[src/rtl/fetch_controller_pkg.sv]
// Shared definitions for the SPU instruction-fetch controller:
// filler instructions, FSM encoding and the terminator-opcode check.
package fetch_controller_pkg;

    localparam logic [0:31] NOP_EVEN = 32'h0020_0000;
    localparam logic [0:31] NOP_ODD  = 32'h4020_0000;

    localparam logic [2:0] S_REQ   = 3'd0;
    localparam logic [2:0] S_WAIT  = 3'd1;
    localparam logic [2:0] S_HOLD  = 3'd2;
    localparam logic [2:0] S_FLUSH = 3'd3;
    localparam logic [2:0] S_DONE  = 3'd4;

    typedef enum logic [2:0] {
        REQ   = S_REQ,
        WAIT  = S_WAIT,
        HOLD  = S_HOLD,
        FLUSH = S_FLUSH,
        DONE  = S_DONE
    } fetch_state_t;

    // A program ends at the first word whose 11-bit opcode field is all zero.
    function automatic logic is_terminator(input logic [0:31] inst);
        return inst[0:10] == 11'b0;
    endfunction

endpackage

[src/rtl/fetch_controller_if.sv]
// Instruction-memory read port: single outstanding doubleword read with
// req/gnt request phase and rvalid response phase.
interface fetch_controller_if;
    logic        imem_req;
    logic [0:31] imem_addr;
    logic        imem_gnt;
    logic        imem_rvalid;
    logic [0:63] imem_rdata;

    modport master (
        output imem_req, imem_addr,
        input  imem_gnt, imem_rvalid, imem_rdata
    );

    modport slave (
        input  imem_req, imem_addr,
        output imem_gnt, imem_rvalid, imem_rdata
    );
endinterface

[src/rtl/fetch_pair_former.sv]
// Builds the even/odd decode pair from one fetched doubleword and reports how
// far the PC advances and whether the program terminator was hit.
module fetch_pair_former
    import fetch_controller_pkg::*;
#(
    parameter logic [0:31] NOP_EVEN = fetch_controller_pkg::NOP_EVEN,
    parameter logic [0:31] NOP_ODD  = fetch_controller_pkg::NOP_ODD
) (
    input  logic [0:31] w0,
    input  logic [0:31] w1,
    input  logic        odd_target,
    output logic [0:31] first_inst,
    output logic [0:31] second_inst,
    output logic [0:31] pc_inc,
    output logic        term_now,
    output logic        term_after
);

    // NOTE: every output gets a default before any branch, so no latch is inferred.
    always_comb begin
        first_inst  = w0;
        second_inst = w1;
        pc_inc      = 32'd8;
        term_now    = 1'b0;
        term_after  = 1'b0;
        if (odd_target) begin
            // w0 is the word before the branch target and must not issue.
            first_inst = NOP_EVEN;
            pc_inc     = 32'd4;
            if (is_terminator(w1)) begin
                second_inst = NOP_ODD;
                pc_inc      = 32'd0;
                term_now    = 1'b1;
            end
        end else if (is_terminator(w0)) begin
            first_inst  = NOP_EVEN;
            second_inst = NOP_ODD;
            pc_inc      = 32'd0;
            term_now    = 1'b1;
        end else if (is_terminator(w1)) begin
            second_inst = NOP_ODD;
            pc_inc      = 32'd4;
            term_after  = 1'b1;
        end
    end

endmodule

[src/rtl/fetch_controller.sv]
// Instruction-fetch sequencer: owns the PC, issues doubleword reads and hands
// even/odd instruction pairs to decode with stall, redirect and flush handling.
module fetch_controller
    import fetch_controller_pkg::*;
#(
    parameter int unsigned IMEM_BYTES = 2048,
    parameter logic [0:31] NOP_EVEN   = fetch_controller_pkg::NOP_EVEN,
    parameter logic [0:31] NOP_ODD    = fetch_controller_pkg::NOP_ODD
) (
    input  logic               clock,
    input  logic               reset,
    input  logic               stall,
    input  logic               branch_taken,
    input  logic [0:31]        pc_input,
    fetch_controller_if.master imem,
    output logic               pair_valid,
    output logic [0:31]        first_inst,
    output logic [0:31]        second_inst,
    output logic [0:31]        pc_output,
    output logic               done
);

    localparam logic [0:31] ADDR_MASK = 32'(IMEM_BYTES - 1) & ~32'h7;

    fetch_state_t state_q, state_d;
    logic [0:31]  pc_q, pc_d;
    logic [0:31]  first_q, first_d, second_q, second_d;
    logic         pair_valid_q, pair_valid_d;
    logic         done_q, done_d;
    logic         req_q, req_d;
    logic         discard_q, discard_d;
    logic         term_pending_q, term_pending_d;

    logic [0:31]  f_first, f_second, f_pc_inc;
    logic         f_term_now, f_term_after;
    logic         outstanding;

    fetch_pair_former #(.NOP_EVEN(NOP_EVEN), .NOP_ODD(NOP_ODD)) u_former (
        .w0          (imem.imem_rdata[0:31]),
        .w1          (imem.imem_rdata[32:63]),
        .odd_target  (pc_q[29]),
        .first_inst  (f_first),
        .second_inst (f_second),
        .pc_inc      (f_pc_inc),
        .term_now    (f_term_now),
        .term_after  (f_term_after)
    );

    // A response is still owed if we wait without data, or are granted right now.
    assign outstanding = (state_q == WAIT && !imem.imem_rvalid) ||
                         (state_q == REQ && req_q && imem.imem_gnt);

    always_comb begin
        state_d        = state_q;
        pc_d           = pc_q;
        first_d        = first_q;
        second_d       = second_q;
        pair_valid_d   = pair_valid_q;
        done_d         = done_q;
        discard_d      = discard_q;
        term_pending_d = term_pending_q;

        if (branch_taken && state_q != FLUSH) begin
            pair_valid_d   = 1'b0;
            first_d        = NOP_EVEN;
            second_d       = NOP_ODD;
            done_d         = 1'b0;
            term_pending_d = 1'b0;
            if (outstanding) begin
                state_d   = FLUSH;
                discard_d = 1'b1;
            end else begin
                state_d = REQ;
            end
        end else begin
            unique case (state_q)
                REQ: if (req_q && imem.imem_gnt) state_d = WAIT;
                WAIT: if (imem.imem_rvalid) begin
                    first_d      = f_first;
                    second_d     = f_second;
                    pc_d         = pc_q + f_pc_inc;
                    pair_valid_d = 1'b1;
                    if (f_term_now) begin
                        state_d = DONE;
                        done_d  = 1'b1;
                    end else begin
                        state_d        = HOLD;
                        term_pending_d = f_term_after;
                    end
                end
                HOLD: if (!stall) begin
                    if (term_pending_q) begin
                        state_d        = DONE;
                        done_d         = 1'b1;
                        first_d        = NOP_EVEN;
                        second_d       = NOP_ODD;
                        term_pending_d = 1'b0;
                    end else begin
                        state_d      = REQ;
                        pair_valid_d = 1'b0;
                    end
                end
                FLUSH: if (imem.imem_rvalid && discard_q) begin
                    discard_d = 1'b0;
                    state_d   = REQ;
                end
                DONE: ;
                default: state_d = REQ;
            endcase
        end

        // A redirect in FLUSH only retargets the PC; the stale response is still dropped.
        if (branch_taken) pc_d = pc_input & ~32'h3;
        req_d = (state_d == REQ);
    end

    // NOTE: sequential state uses non-blocking assignments so every flop samples pre-edge values.
    always_ff @(posedge clock) begin
        if (reset) begin
            state_q        <= REQ;
            pc_q           <= '0;
            first_q        <= NOP_EVEN;
            second_q       <= NOP_ODD;
            pair_valid_q   <= 1'b0;
            done_q         <= 1'b0;
            req_q          <= 1'b0;
            discard_q      <= 1'b0;
            term_pending_q <= 1'b0;
        end else begin
            state_q        <= state_d;
            pc_q           <= pc_d;
            first_q        <= first_d;
            second_q       <= second_d;
            pair_valid_q   <= pair_valid_d;
            done_q         <= done_d;
            req_q          <= req_d;
            discard_q      <= discard_d;
            term_pending_q <= term_pending_d;
        end
    end

    assign imem.imem_req  = req_q;
    assign imem.imem_addr = pc_q & ADDR_MASK;
    assign pair_valid     = pair_valid_q;
    assign first_inst     = first_q;
    assign second_inst    = second_q;
    assign pc_output      = pc_q;
    assign done           = done_q;

endmodule

[src/flat_wrapper.sv]
// flat-port wrapper written by rule: the top's interface ports become plain ports
module fetch_controller_flat import fetch_controller_pkg::*;
#(
    parameter int unsigned IMEM_BYTES = 2048,
    parameter logic [0:31] NOP_EVEN   = fetch_controller_pkg::NOP_EVEN,
    parameter logic [0:31] NOP_ODD    = fetch_controller_pkg::NOP_ODD
)
  (clock, reset, stall, branch_taken, pc_input, pair_valid, first_inst, second_inst, pc_output, done, imem_imem_req, imem_imem_addr, imem_imem_gnt, imem_imem_rvalid, imem_imem_rdata);
  fetch_controller_if imem_i ();
  input  logic clock;
  input  logic reset;
  input  logic stall;
  input  logic branch_taken;
  input  logic [0:31] pc_input;
  output logic pair_valid;
  output logic [0:31] first_inst;
  output logic [0:31] second_inst;
  output logic [0:31] pc_output;
  output logic done;
  output wire logic [$bits(imem_i.imem_req)-1:0] imem_imem_req;
  output wire logic [$bits(imem_i.imem_addr)-1:0] imem_imem_addr;
  input wire logic [$bits(imem_i.imem_gnt)-1:0] imem_imem_gnt;
  input wire logic [$bits(imem_i.imem_rvalid)-1:0] imem_imem_rvalid;
  input wire logic [$bits(imem_i.imem_rdata)-1:0] imem_imem_rdata;
  assign imem_imem_req = imem_i.imem_req;
  assign imem_imem_addr = imem_i.imem_addr;
  assign imem_i.imem_gnt = imem_imem_gnt;
  assign imem_i.imem_rvalid = imem_imem_rvalid;
  assign imem_i.imem_rdata = imem_imem_rdata;
  fetch_controller #(.IMEM_BYTES(IMEM_BYTES), .NOP_EVEN(NOP_EVEN), .NOP_ODD(NOP_ODD)) u_core (.clock(clock), .reset(reset), .stall(stall), .branch_taken(branch_taken), .pc_input(pc_input), .imem(imem_i), .pair_valid(pair_valid), .first_inst(first_inst), .second_inst(second_inst), .pc_output(pc_output), .done(done));
endmodule
[config.mk]
export PLATFORM = sky130hd
export DESIGN_NAME = fetch_controller_flat
export DESIGN_NICKNAME = d
export VERILOG_FILES = /design/src/rtl/fetch_controller_pkg.sv /design/src/rtl/fetch_controller_if.sv /design/src/rtl/fetch_pair_former.sv /design/src/rtl/fetch_controller.sv /design/src/flat_wrapper.sv
export SDC_FILE = /design/constraint.sdc
export NUM_CORES = 1
export LEC_CHECK = 0
export CAP_MARGIN = 20
export CORE_AREA = 10 10 147 108
export CTS_CLUSTER_DIAMETER = 200
export DETAILED_ROUTE_END_ITERATION = 8
export DIE_AREA = 0 0 157 118
export PLACE_DENSITY_LB_ADDON = 0.3
export SETUP_SLACK_MARGIN = 0.02
export SLEW_MARGIN = 15
export SYNTH_ARGS = -nofsm -noshare
export SYNTH_HDL_FRONTEND = slang
export SYNTH_SLANG_ARGS = --single-unit
[constraint.sdc]
create_clock -name clock -period 2.9 [get_ports clock]
set_clock_uncertainty 0.1 [all_clocks]
set_input_delay 0.29 -clock clock [delete_from_list [all_inputs] [get_ports clock]]
set_output_delay 0.29 -clock clock [all_outputs]
set_load 0.01 [all_outputs]
==> results.yml <==
setup_path:
  cp.arrival_ns: 3.03
  crit_path_start_kind: "primary input"
  worstPathRequired_ns: 3.04
  timing_worst_setup_path_type: "primary input to flip-flop"
  critical_path.endpoint_type: "flip-flop"
  worst-path-max-fanout: 6
cells_and_area:
  layout.core_utilization: 0.571
  antennaDiodeCount: 0
  finalInstanceArea_mm2: 0.00743
  area_growth_pct: 57.0
  final_layout_size_suffix_gt1_frac: 0.106
  layout.filler_cells: 1107
  net_total_in_the_final_layout: 852
flow_run:
  drv.max_cap_violation_count: 0
logic_synthesis:
  synth_top_cell_area_share: 0.432
  avgSynthCellArea_um2: 8.65
  postSynth.asyncResetShare: 0
  synth.cell_area_mm2: 0.00473
  postSynthCellCount: 547
  synth-main-ff-cell: "sky130_fd_sc_hd__dfxtp_1"
  yosysWarningCount: 0
  synth_top_cells_by_count: "sky130_fd_sc_hd__dfxtp_1 (102), sky130_fd_sc_hd__nor2_1 (92), sky130_fd_sc_hd__a22oi_1 (55)"
  synthMostInstantiatedCell: "sky130_fd_sc_hd__dfxtp_1"
  ys_seq_area_frac: 0.432
  synth_edf_count: 0
  synth.area.top_cells: "sky130_fd_sc_hd__dfxtp_1 (43%), sky130_fd_sc_hd__a22oi_1 (8.7%), sky130_fd_sc_hd__nor2_1 (7.3%), sky130_fd_sc_hd__buf_4 (5.9%), sky130_fd_sc_hd__xnor2_1 (2.8%)"
  synth-seq-cells: 102
  yosysUniqueCellTypes: 54
  synth_top_cell_by_area: "sky130_fd_sc_hd__dfxtp_1"
placement:
  port_buffers: 204
  globalplace.congestion: 0.811
  postPlaceCellArea_mm2: 0.00694
  hpwlAfterDp_mm: 12.9
cts:
  cts_num_sinks: 102
  cts-hold-fix-buffers: 0
  clock_path_buffers: 2
  cts_made_buffers: 9
  clk-insertion-delay-late_ns: 0.33
  clock_tree.root_cell: "sky130_fd_sc_hd__clkbuf_16"
  tritoncts: "built"
  worst_setup_hold_path_clk_slew_ns: 0.07
  clock_tree.htree_level_count: 3
floorplanning:
  die_h_um: 118
  die-width_um: 157
  total_number_of_placement_rows: 35
  core_area_mm2: 0.0130
  fp.dieArea_mm2: 0.0185
  initial_utilization: 0.364
  num_io_pins: 233
sta:
  maxSlewHeadroom: 0.500
  timing.fmax_mhz: 345
  final_count_of_negative_setup_slack_endpoints: 0
  layout_worst_path_cycle_share: 1.00
  setup_tns_ns: 0
  finalHoldWorstSlack_ns: 0.174
  slew_violations: 0
  setup_repair_after_global_routing_missed_its_margin: "true"
  tightest_slew_ns: 0.748
  timing_hold_violations_final: 0
  final_period_minus_worst_setup_slack_ns: 2.90
route:
  routed_wl_mm: 16.9
  detail-route-antenna-nets: 0
  routed_via_density: 5.21
  detailroute.via_count: 4783
  route.detailed.wl_per_inst_um: 18.4
  starting_drt_drc_count: 285
  dr.pass1.iters: 5
  drc_errors: 0
grt:
  first_global_vias: 4743
  grt_pass1_wl_mm: 26.0
  gr-total-overflow: 0
  globalRouteTotalUtil: 0.172
  antenna_found_initial: 0
  grt_max_degree: 59
power_and_ir_drop:
  power_mw: 3.32
  power_leakage_nw: 2.66
  vdd_drop_max_mv: 0.289
  p_per_area_mw_per_mm2: 447
hold_path:
  worst_hold_path_type: "primary input to flip-flop"
outcome:
  outcome: "finished, final reports clean"
==> flip-flops by register name (all words and copies together) (netlist names) <==
signal                 cells
u_core.imem.imem_req       1
u_core.discard_q           1
u_core.term_pending_q      1
u_core.second_inst        32
u_core.done                1
u_core.pair_valid          1
u_core.first_inst         32
u_core.pc_output          30
u_core.state_q             3
==> routing by layer <==
layer  track usage  vias up  routed length [um]
met4        0.0612        0                 400
met5             0        -                   0
met1         0.210     2265                7130
li1              -     2309                   -
met3        0.0602       26                1360
met2         0.272      183                7980
==> power by group <==
| part | internal, mW | leakage, nW | switching (mW) |
|---|---|---|---|
| logic | 0.282 | 1.67 | 0.238 |
| clock network | 0.779 | 0.159 | 0.524 |
| registers | 1.44 | 0.830 | 0.0530 |
| total | 2.50 | 2.66 | 0.816 |
==> repair_timing <==
| item | CTS | global route |
|---|---|---|
| pin swaps | 2 | 11 |
| endpoints found under the setup margin | 12 | 12 |
| buffers inserted | 0 | 3 |
| cloned | 1 | 0 |
| resized for setup | 10 | 23 |
==> layout make-up <==
type	count	area (um2)	area share
Multi-Input combinational cell	385	2440	0.329
Timing Repair Buffer	236	2360	0.318
Sequential cell	102	2040	0.275
Clock buffer	10	239	0.0322
Tap cell	166	208	0.0280
Clock inverter	5	82.6	0.0111
Inverter	14	52.6	0.00708
==> final timing paths <==
check                  startpoint              endpoint  slack (ns)  cells past startpoint
max reg2reg  u_core.pc_output[29]   u_core.pc_output[7]        0.43                      6
min           imem_imem_rdata[57]  u_core.first_inst[6]        0.17                      3
min reg2reg  u_core.first_inst[0]  u_core.first_inst[0]        0.36                      2
max           imem_imem_rdata[21]   u_core.pc_output[7]       0.001                      9
==> cell usage in the layout (no fill, tap or decap), types with 3 or more instances in the layout <==
cell                              instances
sky130_fd_sc_hd__or4_1                    4
sky130_fd_sc_hd__clkbuf_16                9
sky130_fd_sc_hd__inv_1                   14
sky130_fd_sc_hd__a21oi_1                 23
sky130_fd_sc_hd__nor4_2                   8
sky130_fd_sc_hd__clkdlybuf4s50_1        188
sky130_fd_sc_hd__a211oi_1                14
sky130_fd_sc_hd__buf_12                   3
sky130_fd_sc_hd__conb_1                  26
sky130_fd_sc_hd__xnor2_1                 15
sky130_fd_sc_hd__nor4_1                   6
sky130_fd_sc_hd__buf_4                   28
sky130_fd_sc_hd__o21ai_0                 10
sky130_fd_sc_hd__nor3_1                   6
sky130_fd_sc_hd__nand3_1                 14
sky130_fd_sc_hd__nand4_1                  9
sky130_fd_sc_hd__nor4_4                   3
sky130_fd_sc_hd__nor3_2                   3
sky130_fd_sc_hd__o31ai_1                  5
sky130_fd_sc_hd__and2_1                   3
sky130_fd_sc_hd__and4_1                   4
sky130_fd_sc_hd__or3_4                    3
sky130_fd_sc_hd__nand2_1                 28
sky130_fd_sc_hd__a311oi_1                 8
sky130_fd_sc_hd__nor2_1                  92
sky130_fd_sc_hd__a22oi_1                 55
sky130_fd_sc_hd__or3_1                    5
sky130_fd_sc_hd__xor2_1                   3
sky130_fd_sc_hd__dfxtp_1                102
sky130_fd_sc_hd__dlymetal6s2s_1          16
==> metrics by stage <==
stage	worst slack, ns	std cells
6_report	0.00128	918
5_1_grt	-0.0505	918
4_1_cts	0.0227	915
3_5_place_dp	-0.455	899
3_3_place_gp	-0.373	899
2_1_floorplan	0.108	572
==> kinds of logic after synthesis <==
kind of cell | share of synthesized area
adders and majority gates | 0.00688
xor gates and xnor gates | 0.0333
AOI/OAI and AO/OA | 0.195
other | 0.000793
and+or+nand+nor | 0.230
buffers and inverters | 0.101
DFF | 0.432
muxes | 0.00212
==> worst max-delay path, cell delays in order <==
cell and delay [ns]:
sky130_fd_sc_hd__clkdlybuf4s50_1 0.55, sky130_fd_sc_hd__nor4_4 0.06, sky130_fd_sc_hd__and3_4 0.19, sky130_fd_sc_hd__or3_4 0.38, sky130_fd_sc_hd__fa_2 0.40, sky130_fd_sc_hd__or3_4 0.46, sky130_fd_sc_hd__nor4_2 0.30, sky130_fd_sc_hd__xnor2_1 0.12
sky130_fd_sc_hd__a211oi_1 0.28
No activity file was read; power rests on OpenSTA's default activity.
